**src/rtl/fixed_nr_iter_ctrl_if.sv**
```systemverilog
// Handshake bundle around the rsqrt NR iteration controller: job input, stage
// issue/return and final output. The controller takes the master view.
interface fixed_nr_iter_ctrl_if #(
  parameter int WIDTH     = 16,
  parameter int MSB_WIDTH = 1
);
  logic [WIDTH-1:0]     data_in_x_reduced;
  logic [WIDTH-1:0]     data_in_lut;
  logic [MSB_WIDTH-1:0] data_in_msb;
  logic                 data_in_valid;
  logic                 data_in_ready;
  logic [WIDTH-1:0]     nr_data_a;
  logic [WIDTH-1:0]     nr_data_b;
  logic [MSB_WIDTH-1:0] nr_data_msb;
  logic                 nr_valid;
  logic                 nr_ready;
  logic [2*WIDTH-1:0]   nr_result;
  logic [MSB_WIDTH-1:0] nr_result_msb;
  logic                 nr_result_valid;
  logic                 nr_result_ready;
  logic [WIDTH-1:0]     data_out;
  logic [WIDTH-1:0]     data_out_x_reduced;
  logic [MSB_WIDTH-1:0] data_out_msb;
  logic                 data_out_valid;
  logic                 data_out_ready;
  logic                 busy;

  modport master (
    input  data_in_x_reduced, data_in_lut, data_in_msb, data_in_valid,
    output data_in_ready,
    output nr_data_a, nr_data_b, nr_data_msb, nr_valid,
    input  nr_ready,
    input  nr_result, nr_result_msb, nr_result_valid,
    output nr_result_ready,
    output data_out, data_out_x_reduced, data_out_msb, data_out_valid,
    input  data_out_ready,
    output busy
  );

  modport slave (
    output data_in_x_reduced, data_in_lut, data_in_msb, data_in_valid,
    input  data_in_ready,
    input  nr_data_a, nr_data_b, nr_data_msb, nr_valid,
    output nr_ready,
    output nr_result, nr_result_msb, nr_result_valid,
    input  nr_result_ready,
    input  data_out, data_out_x_reduced, data_out_msb, data_out_valid,
    output data_out_ready,
    input  busy
  );
endinterface

```
**src/rtl/fixed_nr_iter_ctrl.sv**
```systemverilog
// Iteration sequencer for one rsqrt Newton-Raphson stage: takes one job, loops the
// saturated stage result back as the next seed NUM_ITER times, then presents it.
module fixed_nr_iter_ctrl #(
  parameter int WIDTH     = 16,
  parameter int MSB_WIDTH = 1,
  parameter int NUM_ITER  = 2
) (
  input  logic                  i_clk,
  input  logic                  i_rst,
  fixed_nr_iter_ctrl_if.master  bus
);
  localparam int IW = (NUM_ITER > 0) ? $clog2(NUM_ITER + 1) : 1;
  localparam logic [IW-1:0] LAST_ITER = IW'((NUM_ITER > 0) ? NUM_ITER - 1 : 0);

  typedef enum logic [1:0] {
    S_IDLE  = 2'd0,
    S_ISSUE = 2'd1,
    S_WAIT  = 2'd2,
    S_OUT   = 2'd3
  } state_t;

  state_t               r_state;
  logic [WIDTH-1:0]     r_x;
  logic [WIDTH-1:0]     r_y;
  logic [MSB_WIDTH-1:0] r_msb;
  logic [IW-1:0]        r_iter;
  logic                 r_in_ready;
  logic                 r_nr_valid;
  logic                 r_res_ready;
  logic                 r_out_valid;
  logic                 r_busy;
  logic [WIDTH-1:0]     w_sat;
  logic                 w_unused;

  // Stage output is 2W wide; anything above Q1.(W-1) range clamps to all-ones.
  function automatic logic [WIDTH-1:0] sat_q(input logic [2*WIDTH-1:0] r);
    if (|r[2*WIDTH-1:WIDTH]) begin
      sat_q = {WIDTH{1'b1}};
    end else begin
      sat_q = r[WIDTH-1:0];
    end
  endfunction

  assign w_sat    = sat_q(bus.nr_result);
  assign w_unused = ^bus.nr_result_msb;

  // Control FSM with registered handshake outputs and job registers.
  always_ff @(posedge i_clk) begin
    if (i_rst) begin
      r_state     <= S_IDLE;
      r_x         <= {WIDTH{1'b0}};
      r_y         <= {WIDTH{1'b0}};
      r_msb       <= {MSB_WIDTH{1'b0}};
      r_iter      <= {IW{1'b0}};
      r_in_ready  <= 1'b1;
      r_nr_valid  <= 1'b0;
      r_res_ready <= 1'b0;
      r_out_valid <= 1'b0;
      r_busy      <= 1'b0;
    end else begin
      case (r_state)
        S_IDLE: begin
          if (bus.data_in_valid && r_in_ready) begin
            r_x        <= bus.data_in_x_reduced;
            r_y        <= bus.data_in_lut;
            r_msb      <= bus.data_in_msb;
            r_iter     <= {IW{1'b0}};
            r_in_ready <= 1'b0;
            r_busy     <= 1'b1;
            if (NUM_ITER == 0) begin
              r_state     <= S_OUT;
              r_out_valid <= 1'b1;
            end else begin
              r_state    <= S_ISSUE;
              r_nr_valid <= 1'b1;
            end
          end
        end
        S_ISSUE: begin
          if (bus.nr_ready) begin
            r_state     <= S_WAIT;
            r_nr_valid  <= 1'b0;
            r_res_ready <= 1'b1;
          end
        end
        S_WAIT: begin
          if (bus.nr_result_valid) begin
            r_y         <= w_sat;
            r_iter      <= r_iter + IW'(1);
            r_res_ready <= 1'b0;
            if (r_iter == LAST_ITER) begin
              r_state     <= S_OUT;
              r_out_valid <= 1'b1;
            end else begin
              r_state    <= S_ISSUE;
              r_nr_valid <= 1'b1;
            end
          end
        end
        S_OUT: begin
          if (bus.data_out_ready) begin
            r_state     <= S_IDLE;
            r_out_valid <= 1'b0;
            r_busy      <= 1'b0;
            r_in_ready  <= 1'b1;
          end
        end
        default: begin
          r_state     <= S_IDLE;
          r_in_ready  <= 1'b1;
          r_nr_valid  <= 1'b0;
          r_res_ready <= 1'b0;
          r_out_valid <= 1'b0;
          r_busy      <= 1'b0;
        end
      endcase
    end
  end

  // Handshakes are forced low for the whole time reset is held, not just after the edge.
  assign bus.data_in_ready      = r_in_ready  & ~i_rst;
  assign bus.nr_valid           = r_nr_valid  & ~i_rst;
  assign bus.nr_result_ready    = r_res_ready & ~i_rst;
  assign bus.data_out_valid     = r_out_valid & ~i_rst;
  assign bus.busy               = r_busy      & ~i_rst;
  assign bus.nr_data_a          = r_x;
  assign bus.nr_data_b          = r_y;
  assign bus.nr_data_msb        = r_msb;
  assign bus.data_out           = r_y;
  assign bus.data_out_x_reduced = r_x;
  assign bus.data_out_msb       = r_msb;
endmodule

```
**src/flat_wrapper.sv**
```systemverilog
// flat-port wrapper written by rule: the top's interface ports become plain ports
module fixed_nr_iter_ctrl_flat 
#(
  parameter int WIDTH     = 16,
  parameter int MSB_WIDTH = 1,
  parameter int NUM_ITER  = 2
)
  (i_clk, i_rst, bus_data_in_x_reduced, bus_data_in_lut, bus_data_in_msb, bus_data_in_valid, bus_data_in_ready, bus_nr_data_a, bus_nr_data_b, bus_nr_data_msb, bus_nr_valid, bus_nr_ready, bus_nr_result, bus_nr_result_msb, bus_nr_result_valid, bus_nr_result_ready, bus_data_out, bus_data_out_x_reduced, bus_data_out_msb, bus_data_out_valid, bus_data_out_ready, bus_busy);
  fixed_nr_iter_ctrl_if #(.WIDTH(WIDTH), .MSB_WIDTH(MSB_WIDTH)) bus_i ();
  input  logic i_clk;
  input  logic i_rst;
  input wire logic [$bits(bus_i.data_in_x_reduced)-1:0] bus_data_in_x_reduced;
  input wire logic [$bits(bus_i.data_in_lut)-1:0] bus_data_in_lut;
  input wire logic [$bits(bus_i.data_in_msb)-1:0] bus_data_in_msb;
  input wire logic [$bits(bus_i.data_in_valid)-1:0] bus_data_in_valid;
  output wire logic [$bits(bus_i.data_in_ready)-1:0] bus_data_in_ready;
  output wire logic [$bits(bus_i.nr_data_a)-1:0] bus_nr_data_a;
  output wire logic [$bits(bus_i.nr_data_b)-1:0] bus_nr_data_b;
  output wire logic [$bits(bus_i.nr_data_msb)-1:0] bus_nr_data_msb;
  output wire logic [$bits(bus_i.nr_valid)-1:0] bus_nr_valid;
  input wire logic [$bits(bus_i.nr_ready)-1:0] bus_nr_ready;
  input wire logic [$bits(bus_i.nr_result)-1:0] bus_nr_result;
  input wire logic [$bits(bus_i.nr_result_msb)-1:0] bus_nr_result_msb;
  input wire logic [$bits(bus_i.nr_result_valid)-1:0] bus_nr_result_valid;
  output wire logic [$bits(bus_i.nr_result_ready)-1:0] bus_nr_result_ready;
  output wire logic [$bits(bus_i.data_out)-1:0] bus_data_out;
  output wire logic [$bits(bus_i.data_out_x_reduced)-1:0] bus_data_out_x_reduced;
  output wire logic [$bits(bus_i.data_out_msb)-1:0] bus_data_out_msb;
  output wire logic [$bits(bus_i.data_out_valid)-1:0] bus_data_out_valid;
  input wire logic [$bits(bus_i.data_out_ready)-1:0] bus_data_out_ready;
  output wire logic [$bits(bus_i.busy)-1:0] bus_busy;
  assign bus_i.data_in_x_reduced = bus_data_in_x_reduced;
  assign bus_i.data_in_lut = bus_data_in_lut;
  assign bus_i.data_in_msb = bus_data_in_msb;
  assign bus_i.data_in_valid = bus_data_in_valid;
  assign bus_data_in_ready = bus_i.data_in_ready;
  assign bus_nr_data_a = bus_i.nr_data_a;
  assign bus_nr_data_b = bus_i.nr_data_b;
  assign bus_nr_data_msb = bus_i.nr_data_msb;
  assign bus_nr_valid = bus_i.nr_valid;
  assign bus_i.nr_ready = bus_nr_ready;
  assign bus_i.nr_result = bus_nr_result;
  assign bus_i.nr_result_msb = bus_nr_result_msb;
  assign bus_i.nr_result_valid = bus_nr_result_valid;
  assign bus_nr_result_ready = bus_i.nr_result_ready;
  assign bus_data_out = bus_i.data_out;
  assign bus_data_out_x_reduced = bus_i.data_out_x_reduced;
  assign bus_data_out_msb = bus_i.data_out_msb;
  assign bus_data_out_valid = bus_i.data_out_valid;
  assign bus_i.data_out_ready = bus_data_out_ready;
  assign bus_busy = bus_i.busy;
  fixed_nr_iter_ctrl #(.WIDTH(WIDTH), .MSB_WIDTH(MSB_WIDTH), .NUM_ITER(NUM_ITER)) u_core (.i_clk(i_clk), .i_rst(i_rst), .bus(bus_i));
endmodule
```
**config.mk**
```make
export PLATFORM = sky130hd
export DESIGN_NAME = fixed_nr_iter_ctrl_flat
export DESIGN_NICKNAME = d
export VERILOG_FILES = /design/src/rtl/fixed_nr_iter_ctrl_if.sv /design/src/rtl/fixed_nr_iter_ctrl.sv /design/src/flat_wrapper.sv
export SDC_FILE = /design/constraint.sdc
export NUM_CORES = 1
export LEC_CHECK = 0
export CAP_MARGIN = 0
export CORE_MARGIN = 4
export CORE_UTILIZATION = 33
export CTS_BUF_LIST = sky130_fd_sc_hd__clkbuf_16
export DETAILED_ROUTE_END_ITERATION = 7
export MAX_ROUTING_LAYER = met4
export PLACE_DENSITY = 0.84
export SLEW_MARGIN = 20
export SYNTH_ARGS = -nofsm -noshare
export SYNTH_HDL_FRONTEND = slang
export SYNTH_SLANG_ARGS = --single-unit
export TNS_END_PERCENT = 10
```
**constraint.sdc**
```tcl
create_clock -name i_clk -period 3.05 [get_ports i_clk]
set_input_delay 0.305 -clock i_clk [delete_from_list [all_inputs] [get_ports i_clk]]
set_output_delay 0.305 -clock i_clk [all_outputs]
set_load 0.02 [all_outputs]
```
==> impl_metrics.ini <==
[placement]
placed_area_sq_um = 3240
place_congestion = 0.836
place_hpwl_mm = 4.81
placed_cells_incl_taps = 415
dp_worst_setup_slack_ns = 0.971
port-buffer-count = 141

[die]
core_area_sq_um = 5990
placementRows = 28
design.portCount = 143
die-area_sq_um = 7540
die_width_um = 86.9
die-height_um = 86.9
start_util_pct = 34.3

[yosys]
synth-main-ff-cell = sky130_fd_sc_hd__dfxtp_1
synth-edff-count = 0
mappedNetlistArea_sq_um = 2050
netlist_top_cells_area = sky130_fd_sc_hd__dfxtp_1 (41%), sky130_fd_sc_hd__buf_4 (12%), sky130_fd_sc_hd__nand2_1 (7.1%)
yosys.area.top_type_share_pct = 41.0
synth_async_sr_flop_share_pct = 0
ys_seq_area_share_pct = 41.0
synth_top_cell_by_area = sky130_fd_sc_hd__dfxtp_1
post_synth_most_frequent_cells = sky130_fd_sc_hd__dfxtp_1 (42), sky130_fd_sc_hd__nand2_1 (39), sky130_fd_sc_hd__buf_4 (34)
synthCells = 243
synth.ff_latch_count = 42
yosysMostFrequentCell = sky130_fd_sc_hd__dfxtp_1
syn-mean-instance-area_sq_um = 8.44
ys.warnings.count = 0
syn_nets = 316
synth_cell_type_count = 35

[min_path]
hold_class = register to register

[layout]
final_core_util_pct = 56.7
final-instance-count-excl-fill = 423
antenna_cells_inserted = 0
layout-drive-gt1-share_pct = 4.31
layout.nets = 420
syn2layout_area_growth_pct = 65.6
finish.instance_area_sq_um = 3400

[sta]
report.final.setup_viol = 0
achievable-frequency_mhz = 493
worst_case_setup_margin_in_the_final_layout_ns = 1.02
setup-tns-final_ns = 0
slew_headroom_pct = 59.2
whs_ns = 0.473
fin_skew_ns = 0.00343
final_critical_path_share_of_the_clock_period_pct = 66.5
finalMaxSlewViolations = 0
final_hold_violating_endpoints = 0
post_route_minimum_period_ns = 2.03
rsz0062_at_grt = no
tightestPinTransition_ns = 0.610

[pwr]
reg_power_share_pct = 38.5
powerDensity_nw_per_um2 = 478
p_switching_uw = 424
p_int_mw = 1.20
vdd.ir_drop.worst_uv = 332
power_switching_share_pct = 26.1
p_comb_share_pct = 26.0
totalPowerFinal_mw = 1.62
clock_power_share_pct = 35.5
p_leak_nw = 1.20

[job]
drv.max_cap_violation_count = 0

[run_status]
run_status = finished clean

[setup_path]
maximum_net_fanout_on_the_critical_path = 9
critical_path_required_ns = 2.74
timing.critical_path.arrival_ns = 1.72
cp-end-kind = output port
worst_setup_path_start_kind = input pin
worstSetupPathType = input pin to output port
regToRegSetupSlack_ns = 1.34

[clock_tree]
tritoncts_clock_tree = yes
cts-root-buf = sky130_fd_sc_hd__clkbuf_16
cts_resized = 0
cts_post_setup_buffers_inserted = 0
worstSkewPairLatency_ns = 0.27
max-clock-path-buffers = 2
cts_made_buffers = 5
htreeDepth = 2
numClockSinks = 42
cts_hold_buf = 0
clk_pin_slew_worst_paths_ns = 0.06

[grt]
grt_pass1_wl_mm = 9.65
total_global_route_track_usage_pct = 16.2
largest_net_degree_at_the_start_of_global_routing = 20
antenna_found_initial = 0
via_count_of_the_first_global_routing_pass = 2032
globalRoute.totalOverflow = 0

[route]
detail-route-antenna-nets = 0
detail_route.wirelength_mm = 6.16
drc = 0
drt-vias-per-instance = 4.78
dr_total_vias = 2021
drtIter0Drc = 53
first_pass_iters = 4
avgRoutedWirePerCell_um = 14.6
-- cell type report --
class | count | area (sq um)
clock buffer | 5 | 125
clock inverter | 3 | 37.5
fill | 545 | 2590
inverter | 2 | 7.51
multi-input combinational | 151 | 852
sequential | 42 | 841
tap | 75 | 93.8
timing repair buffer | 145 | 1440
-- cells in the final DEF, fill, tap and decap left out, types with 2 or more instances in the layout --
| master | n |
|---|---|
| sky130_fd_sc_hd__o21ai_1 | 6 |
| sky130_fd_sc_hd__nand2_1 | 39 |
| sky130_fd_sc_hd__inv_1 | 4 |
| sky130_fd_sc_hd__o2bb2ai_1 | 16 |
| sky130_fd_sc_hd__nand2b_1 | 3 |
| sky130_fd_sc_hd__nor4_1 | 4 |
| sky130_fd_sc_hd__a21oi_1 | 23 |
| sky130_fd_sc_hd__dfxtp_1 | 42 |
| sky130_fd_sc_hd__nor3_1 | 18 |
| sky130_fd_sc_hd__o21ai_0 | 12 |
| sky130_fd_sc_hd__buf_4 | 4 |
| sky130_fd_sc_hd__a31oi_1 | 2 |
| sky130_fd_sc_hd__clkbuf_16 | 5 |
| sky130_fd_sc_hd__clkdlybuf4s50_1 | 141 |
| sky130_fd_sc_hd__nand3_1 | 2 |
| sky130_fd_sc_hd__nor2b_1 | 6 |
| sky130_fd_sc_hd__nor2_1 | 6 |
-- worst paths after layout --
path / cells past startpoint / end / from
min: 2 / u_core.bus.data_out_x_reduced[8]$_SDFFE_PP0P_ / u_core.bus.data_out_x_reduced[8]$_SDFFE_PP0P_
min reg2reg: 2 / u_core.bus.data_out_x_reduced[8]$_SDFFE_PP0P_ / u_core.bus.data_out_x_reduced[8]$_SDFFE_PP0P_
max: 3 / bus_nr_result_ready / i_rst
max reg2reg: 4 / u_core.bus.data_out[1]$_SDFFE_PP0P_ / u_core.r_state[1]$_SDFFE_PP0P_
-- kinds of logic (layout without fill, tap and decap cells) --
family          count (synthesis)  after routing  share of synthesized area [%]
buf+inv                        50            155                           17.5
fa+ha+maj                       1              1                          0.610
simple gates                   85             85                           20.6
mux                             1              1                          0.549
flops                          42             42                           41.0
compound gates                 64             64                           19.8
-- flip-flops by register name, indices dropped and copies added, names as in the netlist --
register / flops
u_core.bus.data_out: 16
u_core.bus.data_out_x_reduced: 16
u_core.r_iter: 2
u_core.r_state: 2
u_core.bus.data_out_msb: 1
u_core.r_busy: 1
u_core.r_in_ready: 1
u_core.r_nr_valid: 1
u_core.r_out_valid: 1
u_core.r_res_ready: 1
-- routing by layer --
layer  up-vias  part of all wire [%]  track usage, %
met4         0                  0.29            2.55
li1       1017                     -               -
met1       936                    42            17.5
met2        66                    52            30.2
met5         -                     0               -
met3         2                   5.8            3.88
-- power groups by stage --
stage                     logic (mW)  clock network, mW  registers, mW
after floorplan                0.196                  0          0.667
after detailed placement       0.426                  0          0.637
final                          0.423              0.577          0.624
after global routing           0.450              0.619          0.631
after global placement         0.420                  0          0.633
after CTS                      0.428              0.595          0.625
-- worst max-delay path, cell delays in order --
cell,delay [ns]
sky130_fd_sc_hd__clkdlybuf4s50_1,0.59
sky130_fd_sc_hd__nor2b_1,0.20
sky130_fd_sc_hd__clkdlybuf4s50_1,0.63
(Power assumes the default switching activity.)
